===== src/rtl/i2s_pkg.sv =====
// i2s_pkg: shared I2S definitions: rx FSM state encoding and channel select constants.
package i2s_pkg;
    typedef enum logic [1:0] {RX_SYNC, RX_LEFT, RX_RIGHT} rx_state_e;
    localparam logic I2S_CH_LEFT  = 1'b0;
    localparam logic I2S_CH_RIGHT = 1'b1;
endpackage


===== src/rtl/i2s_edge_det.sv =====
// i2s_edge_det: 2-flop sampler with rise detect on edge_i, plus matched 2-flop delay of lvl_i.
module i2s_edge_det #(
    parameter int W = 1
) (
    input  logic         clk_i,
    input  logic         rst_i,
    input  logic         edge_i,
    input  logic [W-1:0] lvl_i,
    output logic         rise_o,
    output logic [W-1:0] lvl_o
);
    logic         e1_q, e2_q;
    logic [W-1:0] l1_q, l2_q;
    always_ff @(posedge clk_i) begin
        if (rst_i) begin
            e1_q <= 1'b0;
            e2_q <= 1'b0;
            l1_q <= '0;
            l2_q <= '0;
        end else begin
            e1_q <= edge_i;
            e2_q <= e1_q;
            l1_q <= lvl_i;
            l2_q <= l1_q;
        end
    end
    assign rise_o = e1_q & ~e2_q;
    assign lvl_o  = l2_q;
endmodule


===== src/rtl/i2s_rx_deser.sv =====
// i2s_rx_deser: I2S receive deserializer, serial stream to left/right pairs over valid/ready.
// Define I2S_RX_OVERRUN_EN to add the sticky overrun_out flag.
module i2s_rx_deser
    import i2s_pkg::*;
#(
    parameter int PDATA_WIDTH = 32
) (
    input  logic                   mclk_in,
    input  logic                   rst_in,
    input  logic                   lrck_in,
    input  logic                   sclk_in,
    input  logic                   sdata_in,
    input  logic                   pready_in,
`ifdef I2S_RX_OVERRUN_EN
    output logic                   overrun_out,
`endif
    output logic [PDATA_WIDTH-1:0] pldata_out,
    output logic [PDATA_WIDTH-1:0] prdata_out,
    output logic                   pvalid_out
);
    localparam int CW = $clog2(PDATA_WIDTH + 1);
    localparam logic [CW-1:0] CMAX = CW'(PDATA_WIDTH);
    logic                   rise, lr, sd;
    rx_state_e              state_q, state_d;
    logic                   lr_prev_q, lr_prev_d;
    logic [CW-1:0]          cnt_q, cnt_d, pos;
    logic [PDATA_WIDTH-1:0] sh_q, sh_d, word;
    logic [PDATA_WIDTH-1:0] lhold_q, lhold_d, rhold_q, rhold_d;
    logic [PDATA_WIDTH-1:0] pl_q, pl_d, pr_q, pr_d;
    logic                   done_q, done_d, pv_q, pv_d;
`ifdef I2S_RX_OVERRUN_EN
    logic                   ovr_q, ovr_d;
`endif
    i2s_edge_det #(.W(2)) u_sclk (
        .clk_i  (mclk_in),
        .rst_i  (rst_in),
        .edge_i (sclk_in),
        .lvl_i  ({lrck_in, sdata_in}),
        .rise_o (rise),
        .lvl_o  ({lr, sd})
    );
    // Current bit merged into the word so the final bit is included when latching.
    assign pos  = CW'(PDATA_WIDTH - 1) - cnt_q;
    assign word = (cnt_q < CMAX) ? (sh_q | (PDATA_WIDTH'(sd) << pos)) : sh_q;
    always_comb begin
        state_d   = state_q;
        lr_prev_d = lr_prev_q;
        cnt_d     = cnt_q;
        sh_d      = sh_q;
        lhold_d   = lhold_q;
        rhold_d   = rhold_q;
        done_d    = 1'b0;
        pl_d      = pl_q;
        pr_d      = pr_q;
        pv_d      = pv_q;
`ifdef I2S_RX_OVERRUN_EN
        ovr_d     = ovr_q | (done_q & pv_q & ~pready_in);
`endif
        if (rise) begin
            lr_prev_d = lr;
            if (lr != lr_prev_q) begin
                cnt_d = '0;
                sh_d  = '0;
                if (state_q == RX_SYNC) begin
                    state_d = (lr == I2S_CH_LEFT) ? RX_LEFT : RX_SYNC;
                end else if (state_q == RX_LEFT) begin
                    lhold_d = word;
                    state_d = RX_RIGHT;
                end else begin
                    rhold_d = word;
                    done_d  = 1'b1;
                    state_d = RX_LEFT;
                end
            end else if (state_q != RX_SYNC) begin
                sh_d  = word;
                cnt_d = (cnt_q < CMAX) ? cnt_q + CW'(1) : cnt_q;
            end
        end
        if (done_q) begin
            pl_d = lhold_q;
            pr_d = rhold_q;
            pv_d = 1'b1;
        end else if (pv_q && pready_in) begin
            pv_d = 1'b0;
        end
    end
    always_ff @(posedge mclk_in) begin
        if (rst_in) begin
            state_q   <= RX_SYNC;
            lr_prev_q <= 1'b0;
            cnt_q     <= '0;
            sh_q      <= '0;
            lhold_q   <= '0;
            rhold_q   <= '0;
            done_q    <= 1'b0;
            pl_q      <= '0;
            pr_q      <= '0;
            pv_q      <= 1'b0;
`ifdef I2S_RX_OVERRUN_EN
            ovr_q     <= 1'b0;
`endif
        end else begin
            state_q   <= state_d;
            lr_prev_q <= lr_prev_d;
            cnt_q     <= cnt_d;
            sh_q      <= sh_d;
            lhold_q   <= lhold_d;
            rhold_q   <= rhold_d;
            done_q    <= done_d;
            pl_q      <= pl_d;
            pr_q      <= pr_d;
            pv_q      <= pv_d;
`ifdef I2S_RX_OVERRUN_EN
            ovr_q     <= ovr_d;
`endif
        end
    end
    assign pldata_out = pl_q;
    assign prdata_out = pr_q;
    assign pvalid_out = pv_q;
`ifdef I2S_RX_OVERRUN_EN
    assign overrun_out = ovr_q;
`endif
endmodule


===== config.mk =====
export PLATFORM = sky130hd
export DESIGN_NAME = i2s_rx_deser
export DESIGN_NICKNAME = d
export VERILOG_FILES = /design/src/rtl/i2s_pkg.sv /design/src/rtl/i2s_edge_det.sv /design/src/rtl/i2s_rx_deser.sv
export SDC_FILE = /design/constraint.sdc
export NUM_CORES = 1
export LEC_CHECK = 0
export BUFFER_PORTS_ARGS = -buffer_cell sky130_fd_sc_hd__buf_4
export CAP_MARGIN = 20
export CORE_UTILIZATION = 44
export DETAILED_ROUTE_END_ITERATION = 8
export PLACE_DENSITY_LB_ADDON = 0.3
export SETUP_SLACK_MARGIN = 0.4
export SYNTH_ARGS = -nofsm -noshare
export SYNTH_HDL_FRONTEND = slang
export SYNTH_HIERARCHICAL = 1
export SYNTH_SLANG_ARGS = --single-unit

===== constraint.sdc =====
create_clock -name mclk_in -period 3.5 [get_ports mclk_in]
set_clock_uncertainty 0.1 [all_clocks]
set_input_delay 0.175 -clock mclk_in [delete_from_list [all_inputs] [get_ports mclk_in]]
set_output_delay 0.175 -clock mclk_in [all_outputs]
set_load 0.01 [all_outputs]

==> summary.md <==
| Metric | Value |
|---|---|
| Number of enable-type register cells in the synthesized netlist | 0 |
| Class of the tightest hold or removal check | register to register |
| Clock Pin Slew Worst Setup and Hold Paths | 0.06 ns |
| Clk_lat worst skew | approximately 0.43 ns |
| Critical Path Source Type | input pin |
| Count of instances resized after the clock tree is built | 0 |
| GR Layer Usage met2 | 32.3% |
| Final count of pins violating max slew | 0 |
| Post-synth cell types | 37 |
| Sw power | 834 uW |
| Core Area | 14600 um2 |
| Met3 Use GR | 4.68% |
| Total DRC errors in the routed layout | 8 |
| Violation count after the first detailed-route iteration | 485 |
| Fraction of layout instances using a drive strength above 1 | 17.2% |
| Clk pwr share | 50.6% |
| Hold violation total from the final report | 0 |
| Via count of the first global-routing pass | 4967 |
| Sequential share of power | a little under half |
| Leakage power of the design | 2.72 nW |
| Clk sink count | 177 |
| Number of antenna-violating nets in the routed design | 0 |
| Share of synthesized flip-flops with an asynchronous set or reset | 0% |
| Required time of the critical path | 3.70 ns |
| Main area contributors after synthesis | dfxtp_1, mux2i_1, a21oi_1 |
| Tightest Pin Transition | around 1.1 ns |
| Cell count after synthesis | 678 |
| Clock tree from TritonCTS | yes |
| Nets@finish | ~720 |
| Worst Hold Path Cells | 1 |
| Count of endpoints failing setup in the final report | 0 |
| Layout Cell Area excl Fill | 7960 um2 |
| RSZ-0062 raised after global routing | no |
| Violated checks | DRC |
| Hold slack | 0.336 ns |
| Worst-path maximum fanout | 90 |
| Final Routed Wirelength | about 15000 um |
| Buffers from clock root to sink, at most | 2 |
| Arrival @ worst endpoint | around 2.3 ns |
| Placed instance count | 873 |
| Floorplan row count | 44 |
| Fraction of synthesized cell area taken by the top area cell type | between 50 and 60% |
| Avg Inst Size Synth | just under 10 um2 |
| # port buffers | 70 |
| Number of antenna violations at the first check in global routing | 0 |
| Worst setup timing slack at the placement stage | roughly 1.3 ns |
| Residual overflow from global routing | 0 |
| All-Layer GR Usage | 19.8% |
| Filler-free cell count of the finished design | 910 |
| Initial Utilization | a little under half |
| Combinational cell fraction of total power | between 2 and 2.5% |
| Vias post-DR | 5121 |
| Chip width | 125 um |
| Depth of the most critical reg-to-reg path | 5 |
| Drt first pass iters | 7 |
| DPL Wire Length | 8990 um |
| Dominant register cell in the synthesized netlist | dfxtp_1 |
| Library cell occupying the most area in the post-synthesis netlist | dfxtp_1 |
| Status | finished with violations |
| Endpoint type of the worst setup path | register |
| Pin count of the biggest net entering global routing | just over 90 |
| Library cell used as clock root buffer | clkbuf_16 |
| Normalized max-slew margin | 26.9% |
| Wire length of the first global-routing pass | 24600 um |
| Area of the mapped netlist | 6640 um2 |
| Fraction of the yosys area taken by sequential cells | 53.4% |
| Sum of negative setup slack | 0 ns |
| Power Total | ~4.3 mW |
| Height of the chip | 125 um |
| Category of the critical setup timing path | input pin to register |
| Switching fraction of total power | between 10% and 20% |
| Wire length per cell after detailed routing | 16.1 um |
| Die outline area | between 15000 and 20000 um2 |
| Power Density | 538 nW/um2 |
| Max-cap violations | 0 |
| Period minus WS final | 2.13 ns |
| Vias per Instance | 5.63 |
| GRT Max-Usage Layer | met2 |
| Post-synthesis register bit count | 177 |
| I/O pin cnt | 71 |
| Number of buffers added by the clock tree synthesis step | 17 |
| Post-route setup slack | 1.37 ns |
| Syn Nets | 685 |
| Max Fclk | 470 MHz |
| Relative area change from synthesis to final layout | 20.0% |
| Final core utilization | between 50% and 60% |
| Number of levels the H-tree was split into | 4 |
| Period utilisation layout | 60.8% |
| GPL Wtd Cong | 0.765 |
| Ant. Diodes | 0 |
| Worst voltage drop across the vdd grid | 0.344 mV |
| Total cell area at the placement stage | slightly above 7000 um2 |
| Met1 demand-to-capacity share in global routing | 24.8% |
| Number of synthesis warnings | 6 |
| P_int | 3.45 mW |
==> layout make-up <==
cell class,instances,area [um2]
inverters,5,18.8
well taps,184,230
repair buffers,90,693
fillers,1269,6680
clock buffers,21,482
clock inverters,9,201
multi-input cells,424,2790
flip-flops and latches,177,3550
==> state kept, by name (all words and copies together), names as in the netlist <==
signal	flops
lhold_q	32
pldata_out	32
prdata_out	32
rhold_q	32
sh_q	32
cnt_q	6
state_q	2
u_sclk/l1_q	2
u_sclk/lvl_o	2
done_q	1
lr_prev_q	1
pvalid_out	1
u_sclk/e1_q	1
u_sclk/e2_q	1
==> power groups by stage <==
stage,clock (mW),sequential (mW),combinational (mW)
detailed placement,0,2.07,0.0881
CTS,2.21,2.02,0.0928
floorplan,0,2.06,0.0663
global placement,0,2.07,0.0853
finish,2.17,2.02,0.0946
global route,2.28,2.02,0.103
==> synth_stat cells (all sizes together), types with 2 or more instances <==
library cell / instances
o2bb2ai: 32
inv: 5
nor4bb: 3
a31oi: 2
clkbuf: 48
mux2i: 68
buf: 24
a211oi: 35
nand4: 32
o21a: 4
o21ai: 39
nor2b: 11
dfxtp: 177
nor2: 71
nand3: 2
a21oi: 101
nand4b: 2
and3b: 3
nor4b: 3
==> path summary, 6_finish.rpt <==
path	startpoint	to	slack [ns]
worst max-delay path	rst_in	lhold_q[16]	1.37
worst min-delay path	u_sclk/l1_q[0]	u_sclk/lvl_o[0]	0.34
worst max register to register	u_sclk/lvl_o[1]	lhold_q[16]	1.43
worst min register to register	u_sclk/l1_q[0]	u_sclk/lvl_o[0]	0.34
==> worst max-delay path: stages <==
cell and delay (ns):
dlygate4sd3_1 0.52, buf_4 0.27, buf_4 0.74, buf_4 0.49, a211oi_1 0.10
==> layout by cell type (no fill, tap or decap), types with 11 or more instances in the layout <==
cell / n
mux2i_1: 68
buf_4: 83
a211oi_1: 35
o2bb2ai_1: 32
o21ai_0: 39
dfxtp_1: 176
clkbuf_16: 18
a21oi_1: 101
nand4_1: 32
nor2_1: 71
nor2b_1: 11
==> metal layers <==
metal / up-vias / wire length (um)
met5: - / 0
met4: 0 / 408
met3: 33 / 922
met2: 171 / 6650
met1: 2377 / 6710
li1: 2540 / -
==> cell families (layout without fill, tap and decap cells) <==
| kind of cell | after synthesis | in the layout | share of synthesized area (%) |
|---|---|---|---|
| flops | 177 | 177 | 53.4 |
| compound gates | 216 | 216 | 19.8 |
| simple gates | 136 | 136 | 11.1 |
| fa+ha+maj | 1 | 1 | 0.188 |
| mux | 69 | 69 | 10.4 |
| xor+xnor | 2 | 2 | 0.377 |
| buf+inv | 77 | 125 | 4.79 |
==> what timing repair did <==
action / CTS / global route
setup buffers: 0 / 0
hold endpoints to repair: 12 / 0
hold buffers: 5 / 0
(Power assumes the default switching activity.)
